### src/rtl/mmio_responder_pkg.sv
// Shared constants for the MMIO responder: register offsets, load funct3 encodings
// and the TX holding-register state type.
package mmio_responder_pkg;

  localparam logic [31:0] MMIO_BASE_DEFAULT = 32'h8000_0000;

  localparam logic [27:0] OFF_UART_CTRL = 28'h000_0000;
  localparam logic [27:0] OFF_UART_RX   = 28'h000_0004;
  localparam logic [27:0] OFF_UART_TX   = 28'h000_0008;
  localparam logic [27:0] OFF_CYCLE     = 28'h000_0010;
  localparam logic [27:0] OFF_INSTRET   = 28'h000_0014;
  localparam logic [27:0] OFF_CNT_RST   = 28'h000_0018;

  localparam logic [2:0] F3_LB  = 3'b000;
  localparam logic [2:0] F3_LH  = 3'b001;
  localparam logic [2:0] F3_LW  = 3'b010;
  localparam logic [2:0] F3_LBU = 3'b100;
  localparam logic [2:0] F3_LHU = 3'b101;

  typedef enum logic {
    TX_EMPTY = 1'b0,
    TX_FULL  = 1'b1
  } tx_state_t;

endpackage

### src/rtl/mmio_load_align.sv
// Combinational load alignment: picks byte/half/word from a 32-bit word by address
// offset and sign/zero-extends according to the load funct3.
module mmio_load_align
  import mmio_responder_pkg::*;
(
  input  logic [31:0] word,
  input  logic [1:0]  lane,
  input  logic [2:0]  funct3,
  output logic [31:0] data
);

  logic [7:0]  lanes [4];
  logic [7:0]  byte_sel;
  logic [15:0] half_sel;

  genvar gi;
  generate
    for (gi = 0; gi < 4; gi++) begin : g_lane
      assign lanes[gi] = word[gi*8 +: 8];
    end
  endgenerate

  assign byte_sel = lanes[lane];
  assign half_sel = lane[1] ? word[31:16] : word[15:0];

  always_comb begin
    data = word;
    case (funct3)
      F3_LB:   data = {{24{byte_sel[7]}}, byte_sel};
      F3_LH:   data = {{16{half_sel[15]}}, half_sel};
      F3_LBU:  data = {24'b0, byte_sel};
      F3_LHU:  data = {16'b0, half_sel};
      default: data = word;
    endcase
  end

endmodule

### src/rtl/mmio_responder.sv
// MMIO responder: window decode, UART TX/RX registers, cycle/instret counters and
// a one-cycle registered load return path matching BRAM read latency.
module mmio_responder
  import mmio_responder_pkg::*;
#(
  parameter logic [31:0] MMIO_BASE = MMIO_BASE_DEFAULT,
  parameter int          CNT_WIDTH = 32
) (
  input  logic        clk,
  input  logic        rst,
  input  logic [31:0] req_addr,
  input  logic [31:0] req_wdata,
  input  logic [3:0]  req_we,
  input  logic        req_re,
  input  logic [2:0]  req_funct3,
  input  logic        inst_retire,
  output logic        mmio_hit,
  output logic [31:0] rdata_o,
  output logic        rdata_valid_o,
  output logic [7:0]  uart_tx_data,
  output logic        uart_tx_valid,
  input  logic        uart_tx_ready,
  input  logic [7:0]  uart_rx_data,
  input  logic        uart_rx_valid,
  output logic        uart_rx_ready
);

  localparam logic [CNT_WIDTH-1:0] CNT_ONE = CNT_WIDTH'(1);

  logic [27:0]          offset;
  logic                 load;
  logic                 tx_wr;
  logic                 cnt_clr;
  logic [31:0]          rd_word;
  logic [31:0]          load_data;
  logic [CNT_WIDTH-1:0] cycle_reg;
  logic [CNT_WIDTH-1:0] instret_reg;
  logic [7:0]           tx_data_reg;
  logic                 tx_ovf_reg;
  tx_state_t            state_reg, state_next;
  logic                 tx_latch;
  logic                 tx_drop;
  logic                 unused_wdata;

  assign unused_wdata = ^req_wdata[31:8];

  // Sub-word address bits select lanes; decode works on the word-aligned offset.
  assign offset   = {req_addr[27:2], 2'b00};
  assign mmio_hit = (req_addr[31:28] == MMIO_BASE[31:28]);
  assign load     = mmio_hit && req_re;
  assign tx_wr    = mmio_hit && (offset == OFF_UART_TX) && req_we[0];
  assign cnt_clr  = mmio_hit && (offset == OFF_CNT_RST) && (|req_we);

  assign uart_rx_ready = load && (offset == OFF_UART_RX) && uart_rx_valid && !rst;

  // Reads see register state from before any same-cycle store.
  always_comb begin
    rd_word = '0;
    case (offset)
      OFF_UART_CTRL: rd_word = {29'b0, tx_ovf_reg, uart_rx_valid, uart_tx_valid};
      OFF_UART_RX:   rd_word = uart_rx_valid ? {24'b0, uart_rx_data} : 32'b0;
      OFF_CYCLE:     rd_word = 32'(cycle_reg);
      OFF_INSTRET:   rd_word = 32'(instret_reg);
      default:       rd_word = '0;
    endcase
  end

  mmio_load_align u_align (
    .word   (rd_word),
    .lane   (req_addr[1:0]),
    .funct3 (req_funct3),
    .data   (load_data)
  );

  always_ff @(posedge clk or posedge rst) begin
    if (rst) begin
      rdata_o       <= '0;
      rdata_valid_o <= 1'b0;
    end else begin
      rdata_valid_o <= load;
      rdata_o       <= load ? load_data : 32'b0;
    end
  end

  always_ff @(posedge clk or posedge rst) begin
    if (rst) state_reg <= TX_EMPTY;
    else     state_reg <= state_next;
  end

  always_comb begin
    state_next = state_reg;
    tx_latch   = 1'b0;
    tx_drop    = 1'b0;
    case (state_reg)
      TX_EMPTY: begin
        if (tx_wr) begin
          tx_latch   = 1'b1;
          state_next = TX_FULL;
        end
      end
      TX_FULL: begin
        // A write racing the handshake is still dropped: the byte was not yet free.
        tx_drop = tx_wr;
        if (uart_tx_ready) state_next = TX_EMPTY;
      end
      default: state_next = TX_EMPTY;
    endcase
  end

  assign uart_tx_valid = (state_reg == TX_FULL);
  assign uart_tx_data  = tx_data_reg;

  always_ff @(posedge clk or posedge rst) begin
    if (rst) begin
      tx_data_reg <= '0;
      tx_ovf_reg  <= 1'b0;
    end else begin
      if (tx_latch) tx_data_reg <= req_wdata[7:0];
      if (tx_drop)  tx_ovf_reg  <= 1'b1;
    end
  end

  always_ff @(posedge clk or posedge rst) begin
    if (rst) begin
      cycle_reg   <= '0;
      instret_reg <= '0;
    end else if (cnt_clr) begin
      cycle_reg   <= '0;
      instret_reg <= '0;
    end else begin
      cycle_reg <= cycle_reg + CNT_ONE;
      if (inst_retire) instret_reg <= instret_reg + CNT_ONE;
    end
  end

endmodule

### config.mk
export PLATFORM = sky130hd
export DESIGN_NAME = mmio_responder
export DESIGN_NICKNAME = d
export VERILOG_FILES = /design/src/rtl/mmio_responder_pkg.sv /design/src/rtl/mmio_load_align.sv /design/src/rtl/mmio_responder.sv
export SDC_FILE = /design/constraint.sdc
export NUM_CORES = 1
export LEC_CHECK = 0
export ABC_CLOCK_PERIOD_IN_PS = 7800
export BUFFER_PORTS_ARGS = -buffer_cell sky130_fd_sc_hd__buf_2
export CAP_MARGIN = 20
export CORE_MARGIN = 5
export CORE_UTILIZATION = 55
export CTS_BUF_LIST = sky130_fd_sc_hd__clkbuf_4
export CTS_CLUSTER_DIAMETER = 150
export CTS_CLUSTER_SIZE = 14
export DETAILED_ROUTE_END_ITERATION = 6
export GPL_TIMING_DRIVEN = 0
export HOLD_SLACK_MARGIN = 0.06
export PLACE_DENSITY = 0.8
export SLEW_MARGIN = 30
export SYNTH_ARGS = -nofsm -noshare
export SYNTH_HDL_FRONTEND = slang
export SYNTH_HIERARCHICAL = 1
export SYNTH_SLANG_ARGS = --single-unit
export TNS_END_PERCENT = 10
### constraint.sdc
create_clock -name clk -period 7.8 [get_ports clk]
set_input_delay 0 -clock clk [delete_from_list [all_inputs] [get_ports clk]]
set_output_delay 0 -clock clk [all_outputs]
set_load 0.05 [all_outputs]
==> impl_metrics.yaml, run 1 <==
run_status:
  status: "finished clean"
placed_design:
  port_buffers: 100
  hpwl_um: 12400
  gp_congestion: 0.930
yosys:
  synth_enable_flop_cells: 0
  synth.area.top_cells: "dfrtp_1 43%, mux2i_1 7.6%, and3_1 4.2%"
  ys_dominant_reg_cell: "dfrtp_1"
  ys_seq_elements: 107
  synthXorXnorAreaFrac: 0.0339
  synth_mux_area_frac: 0.0959
  synth_cell_type_count: 54
  synth.avg_cell_area_sq_um: 9.54
  postSynth.asyncResetShare: 1.00
  yosysMostFrequentCell: "dfrtp_1"
  synth_top_family_by_area: "simple AND/OR/NAND/NOR gates"
  synth_commonest_cells: "107 x dfrtp_1, 54 x nand2_1, 54 x nor2_1"
  synthSimpleGateAreaFrac: 0.262
  synth_compound_area_frac: 0.130
  seq_area_frac_synth: 0.432
  synth_fp_nets: 737
  syn_inst: 650
  yosysTopAreaCell: "dfrtp_1"
  yosys.area_share.adder: 0.00404
  mappedNetlistArea_sq_um: 6200
  yosys_warnings: 6
  yosysTopAreaCellShare: 0.432
timing:
  setup_viol: 0
  fin_crit_ps: 3190
  drv_slew: 0
  final.setup_skew_ps: 15.7
  period_share: 0.409
  rsz0062_at_grt: "false"
  setup_tns_ps: 0
  relSlewSlack: 0.525
  finalHoldViolations: 0
  worst_pin_slew_ps: 712
  max_freq_ghz: 0.313
route:
  wl_um: 17400
  routedWlPerCell_um: 18.5
  viasPerCell: 6.09
  ant_nets: 0
  firstDrtPassIters: 5
  drt-initial-drc-count: 548
  drcViolationCount: 0
  vias: 5717
floorplan:
  ioPinCount: 129
  die_h_um: 116
  coreArea_sq_um: 10900
  fp-row-count: 38
  die-area_sq_um: 13500
  die_x_um: 116
  initial_utilization: 0.567
grt:
  use_met1: 0.348
  track_usage: 0.265
  antenna_found_initial: 0
  overflow: 0
  busiest_layer: "met2"
  grtUsageMet3: 0.0358
  grt_max_degree: 59
  grt_pass1_vias: 5606
  grt_pass1_wl_um: 28000
  use_met2: 0.447
setup_path:
  crit_path_end_kind: "register"
  start_kind: "input port"
  path_class: "input port to register"
  worstPathMaxFanout: 10
  cp.arrival_ps: 3630
  critical_path_required_ps: 8240
clock_network:
  cts_buffers: 9
  ctsResizeCount: 0
  cts_tree: "yes"
  htreeDepth: 3
  cts_setup_buffers: 0
  clkLatencyLatePin_ps: 490
  cts.sinks: 107
  clockBufferDepth: 2
  cts.clk_slew.worst_paths_ps: 160
  cts_hold_buffers: 31
  root_buffer: "clkbuf_4"
power:
  intPower_mw: 0.729
  pwr-share-clk: 0.281
  peakVddDrop_mv: 0.113
  p_sw_mw: 0.280
  p_leak_nw: 3.58
  p_comb_frac: 0.125
  seqPwrFrac: 0.594
  switching_share: 0.277
  powerDensity_nw_per_um2: 137
cells_and_area:
  final_util: 0.672
  fill_cells: 850
  seqCellArea_sq_um: 2680
  diodes: 0
  drive_gt1_frac: 0.203
  multiInputGateArea_sq_um: 3260
  nets: 880
  syn_to_final_growth_pct: 18.6
hold_path:
  worst_hold_path_type: "input port to asynchronous set/reset pin"
run:
  max_cap_violations: 0
[layout make-up]
| class | count | area share |
|---|---|---|
| plain buffers | 44 | 0.0303 |
| clock buffers | 10 | 0.0102 |
| clock inverters | 6 | 0.00766 |
| inverters | 10 | 0.00579 |
| multi-input cells | 489 | 0.444 |
| flip-flops and latches | 107 | 0.364 |
| well taps | 140 | 0.0238 |
| repair buffers | 132 | 0.114 |
[metal layers]
layer  routed length (um)  up-vias
met5                    0        -
met4                  533        0
met3                 1150       44
met2                 8460      230
met1                 7230     2763
li1                     -     2680
[cell usage in the layout, fill, tap and decap left out, types with 9 or more instances in the layout]
cell,netlist,routed
mux2_2,9,9
dlygate4sd3_1,0,31
nand4_1,17,17
nand2_1,54,54
mux2i_1,47,47
nor2b_1,9,9
o21ai_0,17,17
dfrtp_1,107,107
or4_1,24,24
or3_1,17,17
nor2_1,54,54
a21oi_1,45,45
buf_2,9,109
xor2_1,12,12
xnor2_1,12,12
o31ai_1,20,20
and3_1,42,42
clkbuf_1,27,27
clkbuf_4,0,10
nand3_1,17,17
inv_1,10,9
[power groups by stage]
stage	sequential (mW)	clock, mW	combinational (mW)
2_1_floorplan	0.604	0	0.0772
3_3_place_gp	0.608	0	0.108
6_report	0.599	0.283	0.126
4_1_cts	0.599	0.290	0.124
5_1_grt	0.604	0.317	0.141
3_5_place_dp	0.609	0	0.114
[kinds of logic after synthesis]
kind of cell,after synthesis
AO/OA/AOI/OAI,121
XOR/XNOR,24
adder cells (fa/ha/maj),2
buffers and inverters,54
flip-flops,107
multiplexers,57
AND/OR/NAND/NOR,285
[per-stage QoR]
step	instances	power [mW]	setup slack, ps	cell area [sq um]	hold slack [ps]
6_report	938	1.01	4610	7350	70.4
5_1_grt	938	1.06	4360	7350	104
4_1_cts	938	1.01	4680	7350	64.2
3_5_place_dp	891	0.723	4890	6910	69.8
3_3_place_gp	890	0.715	3920	6870	234
2_1_floorplan	650	0.681	4830	6200	144
[critical path, cell delays in order]
cell           delay [ps]
dlygate4sd3_1         560
buf_2                 140
nor4_1                240
nand2_1               220
or4_1                 430
clkbuf_1              180
buf_2                 200
nor2_1                270
mux4_2                350
a22oi_2               140
buf_6                 170
nand2_1                50
and3_1                140
dlygate4sd3_1         540
[path summary, 6_finish.rpt]
| check | from | to | slack (ps) | depth (start not counted) |
|---|---|---|---|---|
| max in group asynchronous | rst | cycle_reg[31] | 7050 | 4 |
| worst max-delay path | req_addr[14] | rdata_o[31] | 4610 | 14 |
| min in group clk | req_addr[30] | rdata_o[26] | 100 | 4 |
| worst max register to register | instret_reg[7] | rdata_o[31] | 5030 | 8 |
| worst min register to register | tx_ovf_reg | tx_ovf_reg | 490 | 1 |
| worst min-delay path | rst | uart_tx_data[4] | 70 | 3 |
Note: power is estimated with default switching activity, not from simulation.
==> run 2, diff against run 1 <==
--- a/config.mk
+++ b/config.mk
@@ -5,18 +5,18 @@
 export SDC_FILE = /design/constraint.sdc
 export NUM_CORES = 1
 export LEC_CHECK = 0
-export ABC_CLOCK_PERIOD_IN_PS = 7800
+export ABC_CLOCK_PERIOD_IN_PS = 2600
 export BUFFER_PORTS_ARGS = -buffer_cell sky130_fd_sc_hd__buf_2
 export CAP_MARGIN = 20
 export CORE_MARGIN = 5
-export CORE_UTILIZATION = 55
+export CORE_UTILIZATION = 52
 export CTS_BUF_LIST = sky130_fd_sc_hd__clkbuf_4
 export CTS_CLUSTER_DIAMETER = 150
 export CTS_CLUSTER_SIZE = 14
 export DETAILED_ROUTE_END_ITERATION = 6
 export GPL_TIMING_DRIVEN = 0
 export HOLD_SLACK_MARGIN = 0.06
-export PLACE_DENSITY = 0.8
+export PLACE_DENSITY = 0.79
 export SLEW_MARGIN = 30
 export SYNTH_ARGS = -nofsm -noshare
 export SYNTH_HDL_FRONTEND = slang
==> constraint.sdc (replaced) <==
create_clock -name clk -period 2.6 [get_ports clk]
set_input_delay 0 -clock clk [delete_from_list [all_inputs] [get_ports clk]]
set_output_delay 0 -clock clk [all_outputs]
set_load 0.05 [all_outputs]
==> impl_metrics.yaml, run 2 (synthesis gave the netlist of run 1 again) <==
run_status:
  status: "finished clean"
power:
  seqPwrFrac: 0.610
  switching_share: 0.285
  p_leak_nw: 3.55
  p_comb_frac: 0.129
  powerDensity_nw_per_um2: 403
  p_sw_mw: 0.839
  peakVddDrop_mv: 0.246
  pwr-share-clk: 0.261
  intPower_mw: 2.11
  power_mw: 2.94
cells_and_area:
  multiInputGateArea_sq_um: 3280
  diodes: 0
  fill_cells: 950
  nets: 875
  layout_common_cells: "109 x buf_2, 107 x dfrtp_1, 54 x nand2_1, 52 x nor2_1, 47 x mux2i_1"
  syn_to_final_growth_pct: 18.0
  seqCellArea_sq_um: 2680
  final_common_cell: "buf_2"
  drive_gt1_frac: 0.212
route:
  drcViolationCount: 0
  ant_nets: 0
  drt-initial-drc-count: 472
  firstDrtPassIters: 6
  routedWlPerCell_um: 18.3
  wl_um: 17100
  vias: 5731
  viasPerCell: 6.12
timing:
  finalHoldViolations: 0
  period_share: 0.938
  drv_slew: 0
  setup_slack_ps: 161
  whs_ps: 104
  max_freq_ghz: 0.410
  final.setup_skew_ps: 26.2
  fin_crit_ps: 2440
  relSlewSlack: 0.475
  setup_viol: 0
  worst_pin_slew_ps: 784
  rsz0062_at_grt: "false"
clock_network:
  clkLatencyLatePin_ps: 470
  cts.clk_slew.worst_paths_ps: 160
  htreeDepth: 3
  cts_buffers: 9
  clockBufferDepth: 2
  cts_tree: "yes"
  root_buffer: "clkbuf_4"
  cts.sinks: 107
setup_path:
  crit_path_end_kind: "primary output"
  path_class: "input port to primary output"
  cp.arrival_ps: 2440
  worstPathMaxFanout: 6
  crit_family: "buffers and inverters"
  start_kind: "input port"
  cp_slowest_stage_delay_ps: 710
  timing.rr.start: "instret_reg[7]"
  startpoint: "req_addr[28]"
  slowest_stage: "dlygate4sd3_1"
  cp_num_buf_inv: 4
  path_cells: "dlygate4sd3_1 -> buf_2 -> nor4b_4 -> dlygate4sd3_1 -> and2_1 -> and3_1 -> buf_2"
  critical_path_required_ps: 2600
placed_design:
  hpwl_um: 12700
  gp_congestion: 0.896
  pre_cts_slack_ps: -274
  port_buffers: 100
run:
  max_cap_violations: 0
grt:
  overflow: 0
  grt_max_degree: 34
  grt_pass1_wl_um: 27600
  track_usage: 0.239
  antenna_found_initial: 0
  grt_pass1_vias: 5512
hold_path:
  worstHoldStart: "req_addr[30]"
  worst_hold_path_type: "input port to register"
floorplan:
  fp-row-count: 39
  die_x_um: 119
  coreArea_sq_um: 11600
  ioPinCount: 129
  die-area_sq_um: 14200
  initial_utilization: 0.536
  die_h_um: 119
run 2: final timing paths:
kind	to	slack, ps	cells past startpoint
max	uart_rx_ready	160	7
min	rdata_o[18]	100	4
max reg2reg	rdata_o[25]	370	7
min reg2reg	tx_ovf_reg	490	1
max in group asynchronous	cycle_reg[4]	1770	5
min in group asynchronous	uart_tx_data[0]	110	3
run 2: power by group through the flow:
stage / clock, mW / sequential, mW / combinational, mW
after floorplan: 0 / 1.81 / 0.232
after global placement: 0 / 1.82 / 0.327
after detailed placement: 0 / 1.82 / 0.352
after CTS: 0.782 / 1.79 / 0.376
after global routing: 0.844 / 1.81 / 0.424
final: 0.769 / 1.79 / 0.381
run 2: metrics by stage:
| stage | instances | util | area (sq um) | TNS, ps |
|---|---|---|---|---|
| floorplan | 650 | - | 6200 | 0 |
| detailed placement | 896 | 0.600 | 6940 | -6220 |
| global placement | 893 | 0.595 | 6880 | -6620 |
| CTS | 935 | 0.630 | 7280 | 0 |
| finish | 936 | 0.632 | 7310 | 0 |
| global route | 936 | 0.632 | 7310 | 0 |
run 2: cell type report:
cell class,instances,area share
Clock inverter,5,0.00411
Inverter,10,0.00565
Clock buffer,11,0.0113
Sequential cell,107,0.366
Multi-Input combinational cell,489,0.449
Timing Repair Buffer,127,0.109
Buffer,44,0.0305
Tap cell,143,0.0245
run 2: what timing repair did:
item,4_1_cts,5_1_grt
buffers inserted,0,1
setup endpoints to repair,0,20
hold buffers,23,0
gates resized for setup,0,4
endpoints found under the hold margin,130,0
run 2: metal layers:
metal	track usage	vias to the layer above	part of all wire	wire length, um
met5	0	-	0	0
met4	0.0934	0	0.030	515
met3	0.0431	47	0.060	1030
met2	0.393	239	0.48	8200
met1	0.316	2773	0.43	7380
li1	-	2672	-	-
run 2: worst min-delay path: cells and delay by family:
family	cells	cell delay, ps
buffers and inverters	2	280
AND/OR/NAND/NOR	2	270
